<file path="src/rtl/upc_scan_monitor.sv">
// Multi-lane UPC scan decoder with per-lane theft alarms and saturating counts.
// Define UPC_ALARM_HOLD_EN to make alarms auto-clear after ALARM_HOLD cycles.
module upc_scan_monitor #(
    parameter int N_LANES    = 4,
    parameter int CNT_W      = 8,
    parameter int ALARM_HOLD = 16
) (
    input  logic                   clk,
    input  logic                   rst_n,
    input  logic [3*N_LANES-1:0]   upc,
    input  logic [N_LANES-1:0]     marked,
    input  logic [N_LANES-1:0]     scan_valid,
    input  logic                   clr,
    output logic [N_LANES-1:0]     disc,
    output logic [N_LANES-1:0]     stl,
    output logic [N_LANES-1:0]     inval,
    output logic [N_LANES-1:0]     alarm,
    output logic [CNT_W-1:0]       scan_cnt,
    output logic [CNT_W-1:0]       disc_cnt,
    output logic [CNT_W-1:0]       stl_cnt
);

    localparam int SW = CNT_W + 1;

    logic [N_LANES-1:0] dec_disc;
    logic [N_LANES-1:0] dec_exp;
    logic [N_LANES-1:0] dec_inval;
    logic [N_LANES-1:0] dec_stl;
    logic [N_LANES-1:0] theft;
    logic [SW-1:0]      n_scan;
    logic [SW-1:0]      n_disc;
    logic [SW-1:0]      n_stl;

    always_comb begin
        dec_disc  = '0;
        dec_exp   = '0;
        dec_inval = '0;
        for (int i = 0; i < N_LANES; i++) begin
            case (upc[3*i +: 3])
                3'b000:  dec_exp[i] = 1'b1;
                3'b010:  dec_inval[i] = 1'b1;
                3'b011:  dec_disc[i] = 1'b1;
                3'b100: begin
                    dec_disc[i] = 1'b1;
                    dec_exp[i]  = 1'b1;
                end
                3'b101:  dec_disc[i] = 1'b1;
                3'b110:  dec_exp[i] = 1'b1;
                3'b111:  dec_inval[i] = 1'b1;
                default: ;
            endcase
        end
        dec_stl = dec_exp & ~marked & ~dec_inval;
        theft   = scan_valid & dec_stl;
    end

    always_comb begin
        n_scan = '0;
        n_disc = '0;
        n_stl  = '0;
        for (int i = 0; i < N_LANES; i++) begin
            n_scan = n_scan + SW'(scan_valid[i]);
            n_disc = n_disc + SW'(scan_valid[i] & dec_disc[i]);
            n_stl  = n_stl + SW'(theft[i]);
        end
    end

    function automatic logic [CNT_W-1:0] sat_add(
        input logic [CNT_W-1:0] c,
        input logic [SW-1:0]    inc
    );
        logic [SW-1:0] s;
        s = {1'b0, c} + inc;
        return s[CNT_W] ? {CNT_W{1'b1}} : s[CNT_W-1:0];
    endfunction

    always_ff @(posedge clk or negedge rst_n) begin
        if (!rst_n) begin
            disc  <= '0;
            stl   <= '0;
            inval <= '0;
        end else begin
            disc  <= (scan_valid & dec_disc)  | (~scan_valid & disc);
            stl   <= (scan_valid & dec_stl)   | (~scan_valid & stl);
            inval <= (scan_valid & dec_inval) | (~scan_valid & inval);
        end
    end

    // clr drops this cycle's increments as well as the old totals
    always_ff @(posedge clk or negedge rst_n) begin
        if (!rst_n) begin
            scan_cnt <= '0;
            disc_cnt <= '0;
            stl_cnt  <= '0;
        end else if (clr) begin
            scan_cnt <= '0;
            disc_cnt <= '0;
            stl_cnt  <= '0;
        end else begin
            scan_cnt <= sat_add(scan_cnt, n_scan);
            disc_cnt <= sat_add(disc_cnt, n_disc);
            stl_cnt  <= sat_add(stl_cnt, n_stl);
        end
    end

`ifdef UPC_ALARM_HOLD_EN
    localparam int HW = (ALARM_HOLD > 1) ? $clog2(ALARM_HOLD) : 1;

    logic [HW-1:0] hold [N_LANES];

    // a new theft wins over clr and restarts the hold window
    always_ff @(posedge clk or negedge rst_n) begin
        if (!rst_n) begin
            alarm <= '0;
            for (int i = 0; i < N_LANES; i++) hold[i] <= '0;
        end else begin
            for (int i = 0; i < N_LANES; i++) begin
                if (theft[i]) begin
                    alarm[i] <= 1'b1;
                    hold[i]  <= HW'(ALARM_HOLD - 1);
                end else if (clr) begin
                    alarm[i] <= 1'b0;
                end else if (alarm[i]) begin
                    if (hold[i] == '0) alarm[i] <= 1'b0;
                    else hold[i] <= hold[i] - 1'b1;
                end
            end
        end
    end
`else
    always_ff @(posedge clk or negedge rst_n) begin
        if (!rst_n) alarm <= '0;
        else alarm <= theft | (alarm & ~{N_LANES{clr}});
    end
`endif

endmodule

</file>
<file path="config.mk">
export PLATFORM = sky130hd
export DESIGN_NAME = upc_scan_monitor
export DESIGN_NICKNAME = d
export VERILOG_FILES = /design/src/rtl/upc_scan_monitor.sv
export SDC_FILE = /design/constraint.sdc
export NUM_CORES = 1
export LEC_CHECK = 0
export BUFFER_PORTS_ARGS = -buffer_cell sky130_fd_sc_hd__buf_4
export CAP_MARGIN = 20
export CORE_AREA = 5 5 80 82
export CTS_CLUSTER_SIZE = 30
export DETAILED_ROUTE_END_ITERATION = 16
export DIE_AREA = 0 0 85 87
export GPL_ROUTABILITY_DRIVEN = 0
export PLACE_DENSITY = 0.59
export SYNTH_ARGS = -nofsm -noshare
export SYNTH_HDL_FRONTEND = slang
export SYNTH_SLANG_ARGS = --single-unit
</file>
<file path="constraint.sdc">
create_clock -name clk -period 3.7 [get_ports clk]
set_clock_uncertainty 0.2 [all_clocks]
set_input_delay 0.185 -clock clk [delete_from_list [all_inputs] [get_ports clk]]
set_output_delay 0.185 -clock clk [all_outputs]
set_load 0.01 [all_outputs]
</file>
Word level (Yosys, flattened, before mapping)
Cells that the tools add are included.
Widths: inputs -> output; s select.
- equal/unequal tests: 24
- add/sub/neg operators: 12
- shifts and indexed selects: 0
- divide/modulo/power cells: 0
- muxes and demuxes: 18
- reductions and logical operators: 16
- bitwise logic cells: 21
- magnitude comparators: 0
- $mul: 0
- operators with widths (cell ; number):
    $eq 3x3->1 const B ; 16
    $mux 8 ; 6
    $and 4x4->4 ; 9
    $add 8x4->9 ; 3
    $eq 3x2->1 const B ; 8
    $reduce_or 3->1 ; 8
    $not 4->4 ; 4
    $or 4x4->4 ; 4
    $add 3x1->4 ; 3
    $logic_not 3->1 ; 4
    $mux 1 ; 12
    $add 2x1->3 ; 3
    $reduce_or 2->1 ; 4
    $add 1x1->2 ; 3
    $and 1x1->1 ; 4
- register bits: 40
- bits in latches: 0
- bits in read-only memories: 0
- memory bits (writable): 0
- logic and storage cells: 98
- memories kept: 0

Logic depth before layout (Yosys ltp)
Gate-level depths: netlist of the first run.
- depth in word-level cells: 12
- depth in mapped cells: 11

Worst setup path after synthesis of the first run
Ideal clock, no wire load.
- path kind: register -> register
- from: register stl_cnt[0]
- to: register stl_cnt[6]
- path slack: 0.972 ns
- arrival time: 2.442 ns
- cell stages (with the launch flop): 11
- period minus slack after synthesis: 2.728 ns
- path buffers: 1
- required time: 3.414 ns
- path through: dfrtp_1 inv_1 fa_1 inv_1 fa_1 fa_1 and3_1 buf_4 nand3_1 nor3b_1 nor3_1
- word-level cells in the longest chain between the ends: 3
- ends and longest elaborated chain (element ; line ; text):
    start, declared ; 20 ; output logic [CNT_W-1:0] stl_cnt
    start signal, assigned ; 102 ; stl_cnt <= sat_add(stl_cnt, n_stl);
    $add 8x4->9 ; 73 ; s = {1'b0, c} + inc;
    $mux 8 ; 74 ; return s[CNT_W] ? {CNT_W{1'b1}} : s[CNT_W-1:0];
    $mux 8 ; 95 ; end else if (clr) begin
Every way passes these cells.

Final worst setup path of the first run
- from: input upc[1]
- to: register stl_cnt[6]
- word-level cells in the longest chain between the ends: 12
- elaborated cells on any way between the ends: 19
- ends and longest elaborated chain (element ; line ; text):
    start, declared ; 10 ; input logic [3*N_LANES-1:0] upc,
    $eq 3x3->1, or another cell as far along ; 39 ; case (upc[3*i +: 3])
    $reduce_or 3->1 (no line) or $reduce_or 2->1 (tied branches) ; -- ;
    $mux 1 ; 39 ;
    $and 4x4->4 or $not 4->4 (tied branches) ; 53 ; dec_stl = dec_exp & ~marked & ~dec_inval;
    $and 4x4->4 * ; 53 ;
    $and 4x4->4 * ; 54 ; theft = scan_valid & dec_stl;
    $add 1x1->2 * ; 64 ; n_stl = n_stl + SW'(theft[i]);
    $add 2x1->3 * ; 64 ;
    $add 3x1->4 * ; 64 ;
    $add 8x4->9 * ; 73 ;
    $mux 8 * ; 74 ;
    $mux 8 * ; 95 ;
Every way passes the cells marked *; elsewhere a longest branch is shown, timed or not.

==> results by stage, run 1 <==
Outcome:
- The flow ran to the end, and the final reports show no timing, DRC or antenna violations.

Route:
- The post-detailed-routing wire length is 4.83 mm.
- The vias per cell is 4.78.
- In the final routed layout, each cell accounts on average for 13.1 um.
- The count of antenna-violating nets left after detailed routing is 0.
- In the routed design, unresolved DRC markers number 0.
- The number of optimization iterations in the first detailed-route pass is 4.
- The initial DRC count is 84.
- Detailed routing inserted a total of 1760 vias.

Timing:
- Hold is met by 14.2 ps.
- The number of hold violations in the final report is 0.
- Setup violations remaining at the end of the flow were counted as 0.
- For the pin with the worst max-slew slack, the measured transition is 516 ps.
- The total negative slack for setup checks is 0 ps.
- Setup repair after global routing left no endpoint under its margin.
- The final period demand of the worst path is 3130 ps.
- Dividing the final minimum period by the clock period gives 84.6%.
- The maximum clock frequency is 320 MHz.
- The final count of pins violating max slew is 0.
- The setup slack of the critical path after layout is 570 ps.
- Measured against its own limit, the worst slew margin works out to 65.6%.

Clock network:
- The total CTS buffers is 5.
- No sink is reached through more buffers than the 2 on the longest clock path.
- The number of clock sinks is 40.
- The clock network latency to the later pin of the worst-skew pair is 290 ps.
- After clock tree synthesis, the clock-pin slew on the worst setup and hold paths is 70 ps.
- The master cell of the clock root buffer is sky130_fd_sc_hd__clkbuf_8.
- The clock tree synthesis step divided the H-tree into 2 levels.
- The buffers inserted during post-CTS setup optimization is 0.
- The TritonCTS clock tree is done.

Worst setup path:
- At the worst endpoint, the arrival time is 3130 ps.
- The signal on the critical path passes through dlygate4sd3_1, buf_4, nand2b_1, nand3_1, fa_1, inv_1, fa_1, fa_1, and3_1, nand3_1, nor3b_1, nor3_1.
- At the worst endpoint, the required time is 3710 ps.
- The largest driver fanout on the critical path is 6.
- In this design, the stage delay of the slowest critical-path cell is 540 ps.
- The element type at the critical path end is a flop.
- The cell with the most instances on the worst path is sky130_fd_sc_hd__fa_1.
- The setup path with the least slack is of type input port to flop.
- The gate family responsible for the most delay along the worst path is adder cells.
- The slowest cell on the critical path is sky130_fd_sc_hd__dlygate4sd3_1.
- The launching element type of the critical path is an input port.
- Together, buffers and inverters on the worst path number 3.

Power:
- The power per unit of standard cell area is 371 nW/um^2.
- For this design the static power due to leakage is 1.41 nW.
- VDD sags by at most 164 uV.

Yosys:
- The synthesized-area fraction occupied by and/or/nand/nor cells is 16.9%.
- The number of flops mapped to enable cells by yosys is 0.
- In the synthesized netlist, mux cells make up 2.34% of the area.
- The synthesized netlist devotes 12.8% of its cell area to compound gates.
- The Yosys step of the flow raised 0 warnings.
- After Yosys synthesis, full adders, half adders and majority gates account for 10.2% of the synthesized area.
- The net count after synthesis is 254.
- The number of different library cells used by synthesis comes to 35.
- After synthesis, the largest family of logic cells by area is simple AND/OR/NAND/NOR gates.
- The synthesized-area fraction occupied by xor and xnor cells is 4.10%.
- For this run, asynchronously set or reset flops after synthesis account for 100%.
- The gate count after technology mapping is 219.
- In this run, synthesis produced a sequential element count of 40.
- Of the synthesized area, sequential elements account for 46.9%.
- The most used flip-flop cell after synthesis is sky130_fd_sc_hd__dfrtp_1.
- A synthesized cell averages 9.75 um^2.
- Summing every instance area after synthesis gives 2130 um^2.

Placed design:
- The pre-CTS setup slack is 777 ps.
- The final HPWL from detailed placement is 3.51 mm.
- Port buffering added 62 buffers.

Die:
- For this design the top-level I/O count stands at 63.
- The die span in x is 85 um.
- Once the floorplan was initialized, standard cells occupied 37.6% of the core.
- The die footprint is 7400 um^2.
- The core region area is 5680 um^2.
- The height of the die is 87 um.
- The floorplan has 28 rows.

GRT:
- The maximum number of pins on one net before global-route repair is 41.
- The initial antenna violation count is 0.
- The number of global-route vias before repair is 1757.
- The leftover overflow at the end of global routing is 0.
- The all-layer global routing usage is 13.9%.
- The first-pass GRT wire length is 8.29 mm.

Finish:
- The area growth from synthesis to layout is 33.2%.
- The number of nets in the layout is 328.
- The layout cell share with drive strength beyond 1 is 24.2%.
- The final antenna diode count is 0.

Worst hold path:
- The worst hold path belongs to the class input port to flop.

Job:
- The tool flagged a number of max-cap violations equal to 0.
==> layer usage <==
metal | wire (um) | track usage, % | part of all wire (%)
met3 | 227 | 2.46 | 4.7
met2 | 2240 | 21.8 | 46
met1 | 2290 | 18.8 | 47
met4 | 79 | 6.33 | 1.6
met5 | 0 | 0 | 0
==> cell usage after synthesis, types with 2 or more instances <==
master / number / area, um^2
sky130_fd_sc_hd__o21ai_0: 17 / 85.1
sky130_fd_sc_hd__a211oi_1: 3 / 22.5
sky130_fd_sc_hd__nor2_1: 11 / 41.3
sky130_fd_sc_hd__and3_1: 4 / 25.0
sky130_fd_sc_hd__xor2_1: 2 / 17.5
sky130_fd_sc_hd__a31oi_1: 3 / 18.8
sky130_fd_sc_hd__buf_4: 2 / 15.0
sky130_fd_sc_hd__inv_1: 31 / 116
sky130_fd_sc_hd__a21oi_1: 18 / 90.1
sky130_fd_sc_hd__dfrtp_1: 40 / 1000
sky130_fd_sc_hd__nor3_1: 5 / 25.0
sky130_fd_sc_hd__ha_1: 3 / 37.5
sky130_fd_sc_hd__nor2b_1: 3 / 18.8
sky130_fd_sc_hd__nand3_1: 16 / 80.1
sky130_fd_sc_hd__nand4_1: 3 / 18.8
sky130_fd_sc_hd__nand2b_1: 5 / 31.3
sky130_fd_sc_hd__fa_1: 9 / 180
sky130_fd_sc_hd__mux2i_1: 5 / 50.1
sky130_fd_sc_hd__xnor2_1: 8 / 70.1
sky130_fd_sc_hd__nor3b_1: 2 / 15.0
sky130_fd_sc_hd__clkbuf_1: 2 / 7.51
sky130_fd_sc_hd__a21o_1: 2 / 15.0
sky130_fd_sc_hd__nand2_1: 13 / 48.8
==> power by group <==
group	switching [W]	leakage [nW]	internal (W)
Sequential	0.0000404	0.537	0.000476
Combinational	0.000133	0.829	0.000134
Clock	0.000144	0.0410	0.000128
Total	0.000318	1.41	0.000738
==> worst register-to-register path: cells and delay by family (launching register included) <==
kind | cells | cell delay (ps)
adder cells (fa/ha/maj) | 3 | 1440
buffers and inverters | 2 | 120
flip-flops | 1 | 370
AND/OR/NAND/NOR | 4 | 550
==> stage by stage <==
step / power (W) / util [%] / instance area (um^2) / instances
CTS: 0.00107 / 50.1 / 2840 / 368
finish: 0.00106 / 50.1 / 2840 / 368
floorplan: 0.000653 / - / 2130 / 219
global placement: 0.000783 / 47.0 / 2670 / 351
global route: 0.00114 / 50.1 / 2840 / 368
detailed placement: 0.000784 / 47.0 / 2670 / 351
==> timing repair <==
action / CTS / global route
endpoints found under the hold margin: 52 / 0
hold buffers: 10 / 0
gates resized for setup: 0 / 0
==> kinds of logic (layout without fill, tap and decap cells) <==
kind of cell	after synthesis	in the layout
flip-flops	40	40
XOR/XNOR	10	10
adder cells (fa/ha/maj)	12	12
multiplexers	5	5
AND/OR/NAND/NOR	68	68
buffers and inverters	36	110
AO/OA/AOI/OAI	48	48
==> final cells by class <==
cell class	count	area [um^2]
clock buffer	6	72.6
clock inverter	1	5.00
fill	565	2830
inverter	31	116
multi-input combinational	143	990
sequential	40	1000
tap	75	93.8
timing repair buffer	72	566
==> worst paths after layout <==
check | start | endpoint | slack, ps | cells after the start
hold / removal | marked[3] | alarm[3] | 10 | 4
hold reg to reg | flop | flop | 320 | 2
setup reg to reg | stl_cnt[0] | stl_cnt[6] | 950 | 9
max in group asynchronous | rst_n | stl_cnt[1] | 2740 | 2
setup / recovery | upc[1] | stl_cnt[6] | 570 | 12
min in group asynchronous | rst_n | scan_cnt[6] | 210 | 2
==> placed cells by master (no fill, tap or decap), types with 2 or more instances in the layout <==
master / n
sky130_fd_sc_hd__mux2i_1: 5
sky130_fd_sc_hd__dfrtp_1: 40
sky130_fd_sc_hd__xor2_1: 2
sky130_fd_sc_hd__o21ai_0: 17
sky130_fd_sc_hd__inv_1: 31
sky130_fd_sc_hd__fa_1: 9
sky130_fd_sc_hd__a21oi_1: 18
sky130_fd_sc_hd__nor3b_1: 2
sky130_fd_sc_hd__dlygate4sd3_1: 10
sky130_fd_sc_hd__a211oi_1: 3
sky130_fd_sc_hd__buf_4: 62
sky130_fd_sc_hd__nand2_1: 13
sky130_fd_sc_hd__nand4_1: 3
sky130_fd_sc_hd__a21o_1: 2
sky130_fd_sc_hd__nor2_1: 11
sky130_fd_sc_hd__nor3_1: 5
sky130_fd_sc_hd__nor2b_1: 3
sky130_fd_sc_hd__nand3_1: 16
sky130_fd_sc_hd__xnor2_1: 8
sky130_fd_sc_hd__clkbuf_8: 5
sky130_fd_sc_hd__and3_1: 4
sky130_fd_sc_hd__ha_1: 3
sky130_fd_sc_hd__a31oi_1: 3
sky130_fd_sc_hd__nand2b_1: 5
No activity file was read; power rests on OpenSTA's default activity.
==> run 2, diff against run 1 <==
ABC_AREA = 1   (was unset)
CORE_AREA = 5 5 81 83   (was 5 5 80 82)
DIE_AREA = 0 0 86 88   (was 0 0 85 87)
PLACE_DENSITY = 0.62   (was 0.59)
clock period = 2.6 ns   (was 3.7 ns; I/O delays follow)
==> run 2 against run 1 <==
  * The flow now finishes with violations (negative hold slack)
  * First-iteration DRC count up 14%
  * Sequential power grew 44%
  * Via count is 17% higher
  * Core utilization rose by 4.9 points
  * Hold slack got worse by 17 ps
  * Global-route usage up 1.4 points
  * Routed wire length up 15%
  * Register-to-register slack got worse by 850 ps
  * Non-clock buffer count up 23
  * Critical path type is now flop to flop
  * Largest cell class is now multi-input gates
  * Highest routed layer unchanged
==> results by stage, run 2 <==
Clock network:
- The H-tree depth reported by CTS is 2 (unchanged).
- The clock network latency to the later pin of the worst-skew pair is 290 ps (about the same).
- The clock transition at the register clock pins on the worst setup and hold paths after CTS is 80 ps (about the same).
- CTS placed an instance of sky130_fd_sc_hd__clkbuf_8 at the clock tree root.
- The number of clock sinks came to 40 (unchanged).
- The total CTS buffers is 5 (unchanged).
- The maximum buffer depth of the clock tree is 2 (unchanged).
- The TritonCTS clock tree is done.

Worst setup path:
- The reg-to-reg setup timing slack came to 100 ps (-850 ps).
- The launching element type of the critical path is a flop.
- The path depth of the worst reg2reg path is 11 (+2).
- The largest driver fanout on the critical path is 7 (+1).
- The kind of critical path is flop to flop.
- The data arrival time of the critical path came to 2470 ps (-660 ps).
- The worst setup path is captured at a flop.
- The data required time of the worst path is 2580 ps (-1130 ps).

Finish:
- The number of nets in the layout was 400 (+22%).
- The utilization of the core after routing came to 55.0% (+4.9 points).
- The count of fill cells added during filler insertion is 562 (-0.53%).
- The layout cell share with drive strength beyond 1 came to 29.0% (+4.7 points).
- Leaving out fill and tap cells, the most frequent cells in the layout are sky130_fd_sc_hd__buf_4, sky130_fd_sc_hd__inv_1, sky130_fd_sc_hd__nand2_1, sky130_fd_sc_hd__dfrtp_1, sky130_fd_sc_hd__nand3_1.
- The area of all placed cells without fillers is 3180 um^2 (+12%).
- The library cell used most frequently in the layout, excluding fill and tap cells, is sky130_fd_sc_hd__buf_4.
- From synthesis to final layout, the design area changed by 42.3%.
- The final antenna diode count was 0 (unchanged).

Timing:
- The max-slew headroom at the worst pin is 65.1% (-0.49 points).
- The total negative slack for setup checks is 0 ps (unchanged).
- The maximum clock frequency is 400 MHz.
- The final hold slack came to -2.46 ps (-16.6 ps).
- The number of hold violations in the final report is 1 (+1).
- The fraction of the cycle the final worst path needs is 96.1%.
- The clock period could shrink to 2500 ps.
- The actual transition at the worst max-transition pin is 524 ps (+7.37 ps).
- The final number of setup-violating endpoints is 0 (unchanged).
- The final count of pins violating max slew is 0 (unchanged).

Worst hold path:
- The instance count along the most critical hold path is 4 (unchanged).
- The type of the tightest min-delay check is input port to flop.

Die:
- The core region area is 5780 um^2 (+1.9%).
- The effective utilization at floorplan is 38.6% (+1.0 points).
- The floorplan row count is 28 (unchanged).
- The height of the die is 88 um (+1.1%).
- The die footprint came to 7570 um^2 (+2.3%).
- The die span in x was 86 um (+1.2%).
- The I/O pin count is 63 (unchanged).

Power:
- The design internal power is 0.00113 W (+53%).
- The fraction of power consumed by combinational cells is 28.2% (+2.9 points).
- The power spent charging and discharging nets is 0.000494 W (+56%).
- The clock network power share was 26.2% (+0.4 points).
- The power per unit of standard cell area came to 511 nW/um^2 (+38%).
- The proportion of total power due to net switching was 30.4% (+0.33 points).
- The register share of total power was 45.6% (-3.3 points).
- The static power due to leakage is 1.75 nW (+24%).
- The highest ir drop seen on vdd is 282 uV (+72%).

Route:
- The routed length per instance is 12.6 um (-3.9%).
- The number of optimization iterations in the first detailed-route pass is 4 (unchanged).
- The initial DRC count is 96 (+14%).
- The count of antenna-violating nets left after detailed routing is 0 (unchanged).
- The number of remaining DRC errors is 0 (unchanged).
- The via count is 2051 (+17%).
- The vias per cell is 4.65 (-2.8%).
- The post-detailed-routing wire length came to 5.56 mm (+15%).

Yosys:
- The synthesized-area fraction occupied by and/or/nand/nor cells is 24.6% (+7.7 points).
- The gate count after technology mapping is 266 (+21%).
- The synthesized-area fraction occupied by xor and xnor cells came to 2.35% (-1.8 points).
- The post-synthesis instance area was 2230 um^2 (+4.6%).
- By area, the combinational part of the netlist is dominated by simple AND/OR/NAND/NOR gates.
- The most used flip-flop cell after synthesis is sky130_fd_sc_hd__dfrtp_1.
- The number of distinct library cells after synthesis is 26 (-26%).
- The number of storage elements in the synthesis netlist is 40 (unchanged).
- By count the netlist is led by sky130_fd_sc_hd__inv_1, sky130_fd_sc_hd__nand2_1, sky130_fd_sc_hd__dfrtp_1.
- The largest total area in the synthesized netlist belongs to sky130_fd_sc_hd__dfrtp_1.
- The async set or reset register ratio after synthesis is 100% (unchanged).
- The share of the synthesized area in the top cell type is 44.8% (-2.1 points).
- The synthesized area per cell came to 8.40 um^2 (-14%).
- The multiplexer share of the synthesized area came to 0% (-2.3 points).
- The register area share after synthesis came to 44.8% (-2.1 points).
- The net count after synthesis is 301 (+19%).
- In the post-synthesis netlist, the biggest area contributors are sky130_fd_sc_hd__dfrtp_1, sky130_fd_sc_hd__inv_1, sky130_fd_sc_hd__nand2_1.
- The number of flops mapped to enable cells by yosys is 0 (unchanged).
- The Yosys warning count is 0 (unchanged).
- The compound-gate portion of the synthesized area came to 8.40% (-4.4 points).
- The fraction of the mapped netlist area in adder cells came to 9.75% (-0.45 points).

GRT:
- The first-pass GRT wire length is 9.14 mm (+10%).
- The number of global-route vias before repair is 1995 (+14%).
- The initial antenna violation count is 0 (unchanged).
- The maximum number of pins on one net before global-route repair is 41 (unchanged).
- The all-layer global routing usage is 15.3% (+1.4 points).
- The leftover overflow at the end of global routing is 0 (unchanged).

Placed design:
- The placed instance area was 2870 um^2 (+7.7%).
- The final HPWL from detailed placement was 3.95 mm (+12%).
- The number of input and output port buffers inserted came to 62 (unchanged).

Outcome:
- The final reports fail on negative hold slack.
- The run finished, with violations left.

Job:
- The number of max-cap violations is 0 (unchanged).
run 2: cells by family after synthesis:
family	count (synthesis)
simple gates	113
buf+inv	59
flops	40
compound gates	36
fa+ha+maj	12
xor+xnor	6
run 2: cell type report:
cell class	instances	area, um^2	area share, %
well taps	75	93.8	2.95
inverters	56	210	6.61
clock buffers	6	82.6	2.60
multi-input cells	167	1020	32.2
clock inverters	2	10.0	0.315
repair buffers	95	758	23.9
flip-flops and latches	40	1000	31.5
run 2: final timing paths:
kind / end / startpoint
setup / recovery: stl_cnt[7] / stl_cnt[0]
hold / removal: alarm[0] / marked[0]
setup reg to reg: stl_cnt[7] / stl_cnt[0]
hold reg to reg: alarm[2] / alarm[2]
max in group asynchronous: disc_cnt[1] / rst_n
min in group asynchronous: async pin / rst_n
run 2: power by group through the flow:
stage               Combinational [W]  Clock, W  Sequential [W]
floorplan                    0.000179         0        0.000773
global placement             0.000414         0        0.000752
detailed placement           0.000416         0        0.000754
CTS                          0.000453  0.000443        0.000743
global route                 0.000512  0.000473        0.000753
finish                       0.000458  0.000425        0.000742
run 2: critical path, stage by stage (launching register included):
cell and delay (ps):
sky130_fd_sc_hd__dfrtp_1 360, sky130_fd_sc_hd__inv_1 60, sky130_fd_sc_hd__fa_1 530, sky130_fd_sc_hd__inv_1 50, sky130_fd_sc_hd__fa_2 360, sky130_fd_sc_hd__fa_2 380, sky130_fd_sc_hd__nand2_2 90, sky130_fd_sc_hd__inv_2 50
sky130_fd_sc_hd__nand4_4 120, sky130_fd_sc_hd__nand2_1 60, sky130_fd_sc_hd__nor2_1 90, sky130_fd_sc_hd__nor2_1 40
run 2: timing repair:
item	CTS	global route
gates resized for setup	1	3
gates cloned	0	0
hold buffers	18	0
pin swaps	0	3
buffers inserted	0	3
endpoints found under the setup margin	3	7
hold endpoints to repair	68	0
run 2: per-stage QoR:
step | power, W | cells | worst slack (ps) | hold slack, ps
2_1_floorplan | 0.000953 | 266 | 51.0 | -366
3_3_place_gp | 0.00117 | 412 | -82.4 | -52.9
3_5_place_dp | 0.00117 | 412 | -142 | -54.4
4_1_cts | 0.00164 | 438 | 26.3 | 0.595
5_1_grt | 0.00174 | 441 | -4.90 | 13.6
6_report | 0.00162 | 441 | 102 | -2.46
run 2: layer usage:
metal | up-vias | GRT usage, % | part of all wire (%)
li1 | 1025 | - | -
met1 | 968 | 19.9 | 45
met2 | 52 | 25.4 | 49
met3 | 6 | 3.39 | 5.5
met4 | 0 | 4.75 | 1.0
met5 | - | 0 | 0
